File: src/rtl/pic_isr_seq.sv
// pic_isr_seq: 8259-style in-service register, INTA sequencer and EOI/priority-rotation handler.
// Ports:
//   clk, rst             - clock, synchronous active-high reset
//   int_req, int_lvl     - resolver request flag and winning IR level
//   inta_n               - synchronised active-low CPU interrupt acknowledge
//   eoi_cmd, eoi_type    - EOI strobe and type (00 NS, 01 S, 10 rotate NS, 11 rotate S)
//   eoi_lvl              - level for specific EOI types
//   aeoi                 - automatic-EOI mode
//   vec_base             - vector bits T7..T3
//   int_out              - INT to the CPU
//   isr                  - in-service register
//   irr_clr              - one-cycle one-hot IRR clear pulse
//   prio_base            - lowest-priority level
//   vec_out, vec_oe      - vector byte and its drive enable
// Macro PIC_ISR_SEQ_ROTATE_EN enables rotating priority; otherwise prio_base stays 7.
module pic_isr_seq #(
   parameter int VEC_W = 8
) (
   input  logic             clk,
   input  logic             rst,
   input  logic             int_req,
   input  logic [2:0]       int_lvl,
   input  logic             inta_n,
   input  logic             eoi_cmd,
   input  logic [1:0]       eoi_type,
   input  logic [2:0]       eoi_lvl,
   input  logic             aeoi,
   input  logic [4:0]       vec_base,
   output logic             int_out,
   output logic [7:0]       isr,
   output logic [7:0]       irr_clr,
   output logic [2:0]       prio_base,
   output logic [VEC_W-1:0] vec_out,
   output logic             vec_oe
);
   typedef enum logic [2:0] {IDLE, REQ, ACK1, WAIT2, ACK2} state_t;
   state_t state;
   logic inta_q, fall, rise, spur, spec;
   logic [2:0] lvl, ns_lvl, prio_nx;
   logic [7:0] set, eoi_clr, aeoi_clr;
   assign fall = inta_q & ~inta_n;
   assign rise = ~inta_q & inta_n;
   assign spec = eoi_type[0];
   // Later iterations win, so the lowest offset from prio_base+1 (highest priority) is kept.
   always_comb begin
      ns_lvl = 3'd0;
      for (int i = 7; i >= 0; i--)
         if (isr[3'(prio_base + 3'd1 + 3'(i))]) ns_lvl = 3'(prio_base + 3'd1 + 3'(i));
   end
   assign set      = (state == REQ && fall && int_req) ? 8'h1 << int_lvl : 8'h0;
   assign eoi_clr  = !eoi_cmd ? 8'h0 : spec ? 8'h1 << eoi_lvl : (|isr) ? 8'h1 << ns_lvl : 8'h0;
   assign aeoi_clr = (state == ACK2 && rise && aeoi && !spur) ? 8'h1 << lvl : 8'h0;
`ifdef PIC_ISR_SEQ_ROTATE_EN
   assign prio_nx = !(eoi_cmd && eoi_type[1]) ? prio_base : spec ? eoi_lvl : (|isr) ? ns_lvl : prio_base;
`else
   logic unused_rot;
   assign unused_rot = eoi_type[1];
   assign prio_nx = 3'd7;
`endif
   always_ff @(posedge clk) begin
      if (rst) begin
         state     <= IDLE;
         inta_q    <= 1'b1;
         lvl       <= 3'd0;
         spur      <= 1'b0;
         int_out   <= 1'b0;
         isr       <= 8'h0;
         irr_clr   <= 8'h0;
         prio_base <= 3'd7;
         vec_out   <= '0;
         vec_oe    <= 1'b0;
      end else begin
         inta_q    <= inta_n;
         isr       <= (isr & ~(eoi_clr | aeoi_clr)) | set;
         irr_clr   <= set;
         prio_base <= prio_nx;
         case (state)
            IDLE: if (int_req) begin
               state   <= REQ;
               int_out <= 1'b1;
            end
            REQ: if (fall) begin
               lvl     <= int_req ? int_lvl : 3'd7;
               spur    <= ~int_req;
               int_out <= 1'b0;
               state   <= ACK1;
            end
            ACK1: if (rise) state <= WAIT2;
            WAIT2: if (fall) begin
               vec_out <= {vec_base, lvl};
               vec_oe  <= 1'b1;
               state   <= ACK2;
            end
            ACK2: if (rise) begin
               vec_oe <= 1'b0;
               state  <= IDLE;
            end
            default: state <= IDLE;
         endcase
      end
   end
endmodule

File: config.mk
export PLATFORM = sky130hd
export DESIGN_NAME = pic_isr_seq
export DESIGN_NICKNAME = d
export VERILOG_FILES = /design/src/rtl/pic_isr_seq.sv
export SDC_FILE = /design/constraint.sdc
export NUM_CORES = 1
export LEC_CHECK = 0
export CORE_ASPECT_RATIO = 0.9
export CORE_MARGIN = 4
export CORE_UTILIZATION = 41
export CTS_CLUSTER_DIAMETER = 40
export DETAILED_ROUTE_END_ITERATION = 16
export PLACE_DENSITY = 0.75
export SLEW_MARGIN = 20
export SYNTH_ARGS = -nofsm -noshare
export SYNTH_HDL_FRONTEND = slang
export SYNTH_SLANG_ARGS = --single-unit
File: constraint.sdc
create_clock -name clk -period 1.2 [get_ports clk]
set_input_delay 0.12 -clock clk [delete_from_list [all_inputs] [get_ports clk]]
set_output_delay 0.12 -clock clk [all_outputs]
set_load 0.03 [all_outputs]
# Yosys cells after proc, flatten, opt, wreduce, memory -nomap -nowiden
# Index checks and enable logic that the tools add are counted.
totals:
  wordCells: 72
  register_bits: 34
  output_inout_bits: 29
  inputBits: 19
classes:
  n_bitwise: 9
  n_shift: 4
  reduce_logical: 15
  eq_ne: 9
  mux: 26
ops:
  columns: ["operator", "n"]
  rows:
  - ["$mux W3", 14]
  - ["$mux W8", 5]
  - ["$shl A1 B3 Y8 const A", 4]
  - ["$or A8 B8 Y8", 2]
  - ["$pmux W3 S5", 1]
  - ["$ne A2 B2 Y1 const B", 5]
  - ["$and A8 B8 Y8", 1]
  - ["$not A8 Y8", 1]
  - ["$reduce_or A8 Y1", 1]
  - ["$eq A3 B2 Y1 const B", 2]
  - ["$reduce_and A3 Y1", 2]
  - ["$logic_and A1 B1 Y1", 5]
  - ["$reduce_and A5 Y1", 1]
  - ["$mux W1", 4]
  - ["$pmux W1 S2", 2]
  - ["$reduce_and A2 Y1", 2]
  - ["$reduce_bool A2 Y1", 2]
  - ["$eq A3 B1 Y1 const B", 1]
  - ["$eq A3 B3 Y1 const B", 1]
  - ["$logic_not A3 Y1", 1]
  - ["$not A1 Y1", 3]
  - ["$and A1 B1 Y1", 2]
  - ["$logic_not A1 Y1", 1]

# Longest topological paths before layout
depth:
  word_depth: 16
  ltp_mapped: 6
  depth_no_buf: 4

# Least setup slack after synthesis
# Ideal clock, no wire load.
synth_timing:
  path_kind: "flip-flop to flip-flop"
  start: "register isr[0]"
  end: "register isr[4]"
  arrival_ns: 1.258
  setup_slack_ns: -0.174
  stages_incl_launch_ff: 5
  path_buffers: 0
  period_less_slack_ns: 1.374
  setup_time_ns: 0.116
  required_ns: 1.084
  cell_sequence: "dfxtp_1 > or3_1 > nor3_1 > o21ai_0 > a41o_1"
synth_between:
  elab_chain_cells: 9
  elab_cells_between_ends: 10
  cone_classes: "shift: 1; mux: 4; bitwise: 4; reduce/logical: 1"
synth_rtl:
  columns: ["item", "line", "text"]
  rows:
  - ["start: declaration", "30", "output logic [7:0] isr,"]
  - ["start signal: assignment", "74", "isr <= (isr & ~(eoi_clr | aeoi_clr)) | set;"]
  - ["$mux W3", "48", "if (isr[3'(prio_base + 3'd1 + 3'(i))]) ns_lvl = 3'(prio_base + 3'd1 + 3'(i));"]
  - ["$shl A1 B3 Y8", "51", "assign eoi_clr = !eoi_cmd ? 8'h0 : spec ? 8'h1 << eoi_lvl : (|isr) ? 8'h1 << ns_lvl : 8'h0;"]
  - ["$mux W8 (*) (3 in series)", "51", null]
  - ["$or A8 B8 Y8 (*)", "74", null]
  - ["$not A8 Y8 (*)", "74", null]
  - ["$and A8 B8 Y8 (*)", "74", null]
  - ["$or A8 B8 Y8 (*)", "74", null]
# Mark *: on every way between the ends. The rest lies on a longest branch, timed or not.
# A chain may end at the register's enable or synchronous reset.

# Final worst setup path
layout_timing:
  start: "register isr[1]"
  end: "register isr[4]"
layout_between:
  elab_chain_cells: 10
  elab_cells_between_ends: 11
  cone_classes: "shift: 1; mux: 5; bitwise: 4; reduce/logical: 1"
layout_rtl:
  columns: ["item", "line"]
  rows:
  - ["$mux W3 (2 in series)", "48"]
  - ["$shl A1 B3 Y8", "51"]
  - ["$mux W8 (*) (3 in series)", "51"]
  - ["$or A8 B8 Y8 (*)", "74"]
  - ["$not A8 Y8 (*)", "74"]
  - ["$and A8 B8 Y8 (*)", "74"]
  - ["$or A8 B8 Y8 (*)", "74"]
# Marked as above.

==> summary.txt <==
Outcome
  • Outcome: complete, but fails checks
  • Violated checks: setup timing

Logic synthesis
  • Register area share after synthesis: 0.453
  • #FFs+latches synth: 34
  • Post-synthesis cell area: ~1500 um2
  • Number of synthesized flops with an enable pin: 0
  • Mapped Cells: 173
  • Syn Area/Cell: approximately 8.7 um2
  • Syn. warnings: 0
  • Ys flop type: dfxtp_1
  • Async S/R FF share, synth: 0
  • Synth unique cells: between 40 and 50

Route
  • First DRT Iteration DRCs: between 100 and 150
  • Final wirelength: 4100 um
  • ANT nets after route: 0
  • DRC errors left: 0
  • DRT Pass-1 Iters: 4
  • Drt wl/cell: 14.1 um
  • Vias: approximately 1500
  • Avg Vias per Cell: between 5 and 6

Timing
  • Fin. Hold Viols: 0
  • Maximum clock rate: 764 MHz
  • Minimum clock period: between 1 and 1.5 ns
  • Fin. max-slew vios: 0
  • Clk_skew: ~0.0038 ns
  • RSZ-0062 raised after global routing: yes
  • Final worst-path cycle share: 1.09
  • # setup viols final: 10
  • Final setup margin: -0.110 ns
  • Total negative setup slack: -0.548 ns
  • Hold_ws: roughly 0.36 ns

Min path
  • Hold Path Class: input pin to register
  • Worst Hold Launch: inta_n
  • Hold endpoint: inta_q
  • Hold depth: 3

Placed design
  • Placed Area: roughly 2200 um2
  • Buffers added on ports: 43
  • Placer's final routability congestion estimate: 0.832
  • HPWL Detailed: roughly 3000 um

Floorplan
  • Width of the die: around 70 um
  • IO Pins: 48
  • Die height: between 60 and 70 um
  • Full die area: roughly 4700 um2
  • Core area: between 3000 and 4000 um2
  • FP Rows: 20
  • Starting Density: 0.435

Job
  • Max Cap Viol: 0

Worst setup path
  • Critical path class: register to register
  • Register-to-Register Path Depth: 4
  • Crit Reg-Reg Endpoint: isr[4]
  • RR Startpoint: isr[1]
  • CP Data Arrival Time: around 1.5 ns
  • Reg2reg setup slack: -0.11 ns
  • Worst path required time: approximately 1.4 ns
  • Setup crit end kind: register
  • CP startpoint kind: register
  • Worst-path fanout max: 2

Global route
  • Global Route Usage Sum: 0.191
  • Largest net degree at the start of global routing: 14
  • Number of global-route vias before repair: approximately 1500
  • First-pass GRT wire length: between 7000 and 8000 um
  • Initial antenna violation count: 0
  • Grt ovf: 0

Clock network
  • Total CTS buffers: 5
  • Reg clk slew, reported paths: approximately 0.060 ns
  • Post-CTS Hold Fix Bufs: 0
  • CTS Sinks: 34
  • Worst skew pair latency: between 0.2 and 0.3 ns
  • H-tree depth reported by CTS: 2
  • CTS Buffer Depth: 2
  • Root buf cell: clkbuf_8
  • CTS tree: built

Finish
  • Flip-flop and latch area: between 600 and 700 um2
  • Proportion of layout cells with a drive suffix above 1: 0.251
  • Fin nets: 265
  • Fin area: approximately 2300 um2
  • Finished Core Util: 0.667
  • Antenna diode count: 0
  • P&R area growth vs syn: 53.4%
  • Area of the multi-input gates: 783 um2
  • FILL cells: ~300

Power
  • Pwr dens: between 1000 and 1500 nW/um2
  • Leakage: 1.01 nW
  • IR drop worst, VDD: just over 0.6 mV
cell type report:
type | instances | area share
sequential | 34 | 0.301
multi-input combinational | 122 | 0.340
tap | 44 | 0.0239
inverter | 10 | 0.0163
clock inverter | 1 | 0.00217
clock buffer | 7 | 0.0375
timing repair buffer | 73 | 0.279
worst max path at each step:
stage | startpoint | endpoint
finish | isr[1] | isr[4]
global route | state[1] | isr[4]
CTS | isr[1] | isr[4]
detailed placement | inta_n | isr[4]
global placement | inta_n | isr[4]
floorplan | isr[1] | isr[4]
flip-flops by register name (all words and copies together) (netlist names):
register / cells
int_out: 1
isr: 8
state: 3
vec_out: 8
lvl: 3
irr_clr: 8
inta_q: 1
vec_oe: 1
spur: 1
synthesized netlist by cell type, types with 2 or more instances:
cell / n / area share
dfxtp_1: 34 / 0.45
nand2_1: 21 / 0.053
nor2_1: 16 / 0.040
a21oi_1: 12 / 0.040
nand3_1: 11 / 0.037
inv_1: 10 / 0.025
nor3_1: 7 / 0.023
o21ai_0: 5 / 0.017
o22ai_1: 4 / 0.017
a211oi_1: 3 / 0.015
buf_4: 3 / 0.015
a21o_1: 2 / 0.010
a311oi_1: 2 / 0.012
and3_1: 2 / 0.0083
buf_2: 2 / 0.0067
buf_6: 2 / 0.015
clkbuf_1: 2 / 0.0050
nand3b_1: 2 / 0.010
nand4_1: 2 / 0.0083
nor2b_1: 2 / 0.0083
o2bb2ai_1: 2 / 0.012
or3_1: 2 / 0.0083
per-stage QoR:
step,power [W],setup WS (ns),cells
after CTS,0.00237,-0.0771,291
after global placement,0.00152,-0.386,282
final,0.00237,-0.110,291
after global routing,0.00247,-0.170,291
after floorplan,0.00135,-0.0862,175
after detailed placement,0.00152,-0.410,282
repair_timing:
item,in CTS,in global routing
endpoints found under the setup margin,46,32
pin swaps,9,1
resized for setup,36,11
buffers inserted,1,0
hold endpoints to repair,0,0
worst max-delay path: stages (launching register included):
cell and delay [ns]:
dfxtp_4 0.34, or3_4 0.40, nor3_4 0.18, o21ai_2 0.07, a41o_1 0.22
power breakdown:
part | switching, W | leakage [nW] | internal, W
Sequential | 0.0000278 | 0.278 | 0.00115
Clock | 0.000388 | 0.0482 | 0.000462
Combinational | 0.000178 | 0.682 | 0.000169
Total | 0.000594 | 1.01 | 0.00178
cell families (layout without fill, tap and decap cells):
kind of cell / count (synthesis) / in the layout / share of synthesized area
and+or+nand+nor: 77 / 77 / 0.289
AOI/OAI and AO/OA: 41 / 41 / 0.183
DFF: 34 / 34 / 0.453
buffers and inverters: 19 / 91 / 0.0667
other: 1 / 3 / 0.00250
xor gates and xnor gates: 1 / 1 / 0.00583
placed cells by master, fill, tap and decap left out, types with 2 or more instances in the layout:
master	instances
dfxtp_4	2
nor2b_1	2
o2bb2ai_1	2
nand4_1	2
o21ai_0	4
buf_4	29
nor2_1	12
clkbuf_8	6
conb_1	3
a21oi_1	12
nor3_4	2
and3_1	2
nand3b_1	2
nor3_1	5
inv_1	10
dlygate4sd2_1	22
a211oi_1	3
a21o_1	2
dfxtp_2	4
clkdlybuf4s50_1	16
nand3_1	11
nand2_1	21
o22ai_1	4
nor2_2	4
buf_6	2
dfxtp_1	28
clkdlybuf4s15_1	3
metal layers:
layer | part of all wire | routed length [um] | up-vias | GRT usage
met4 | 0.0041 | 17 | 0 | 0.0610
li1 | - | - | 757 | -
met5 | 0 | 0 | - | 0
met2 | 0.47 | 1940 | 47 | 0.287
met1 | 0.47 | 1920 | 712 | 0.271
met3 | 0.055 | 226 | 2 | 0.0428
(Power assumes the default switching activity.)
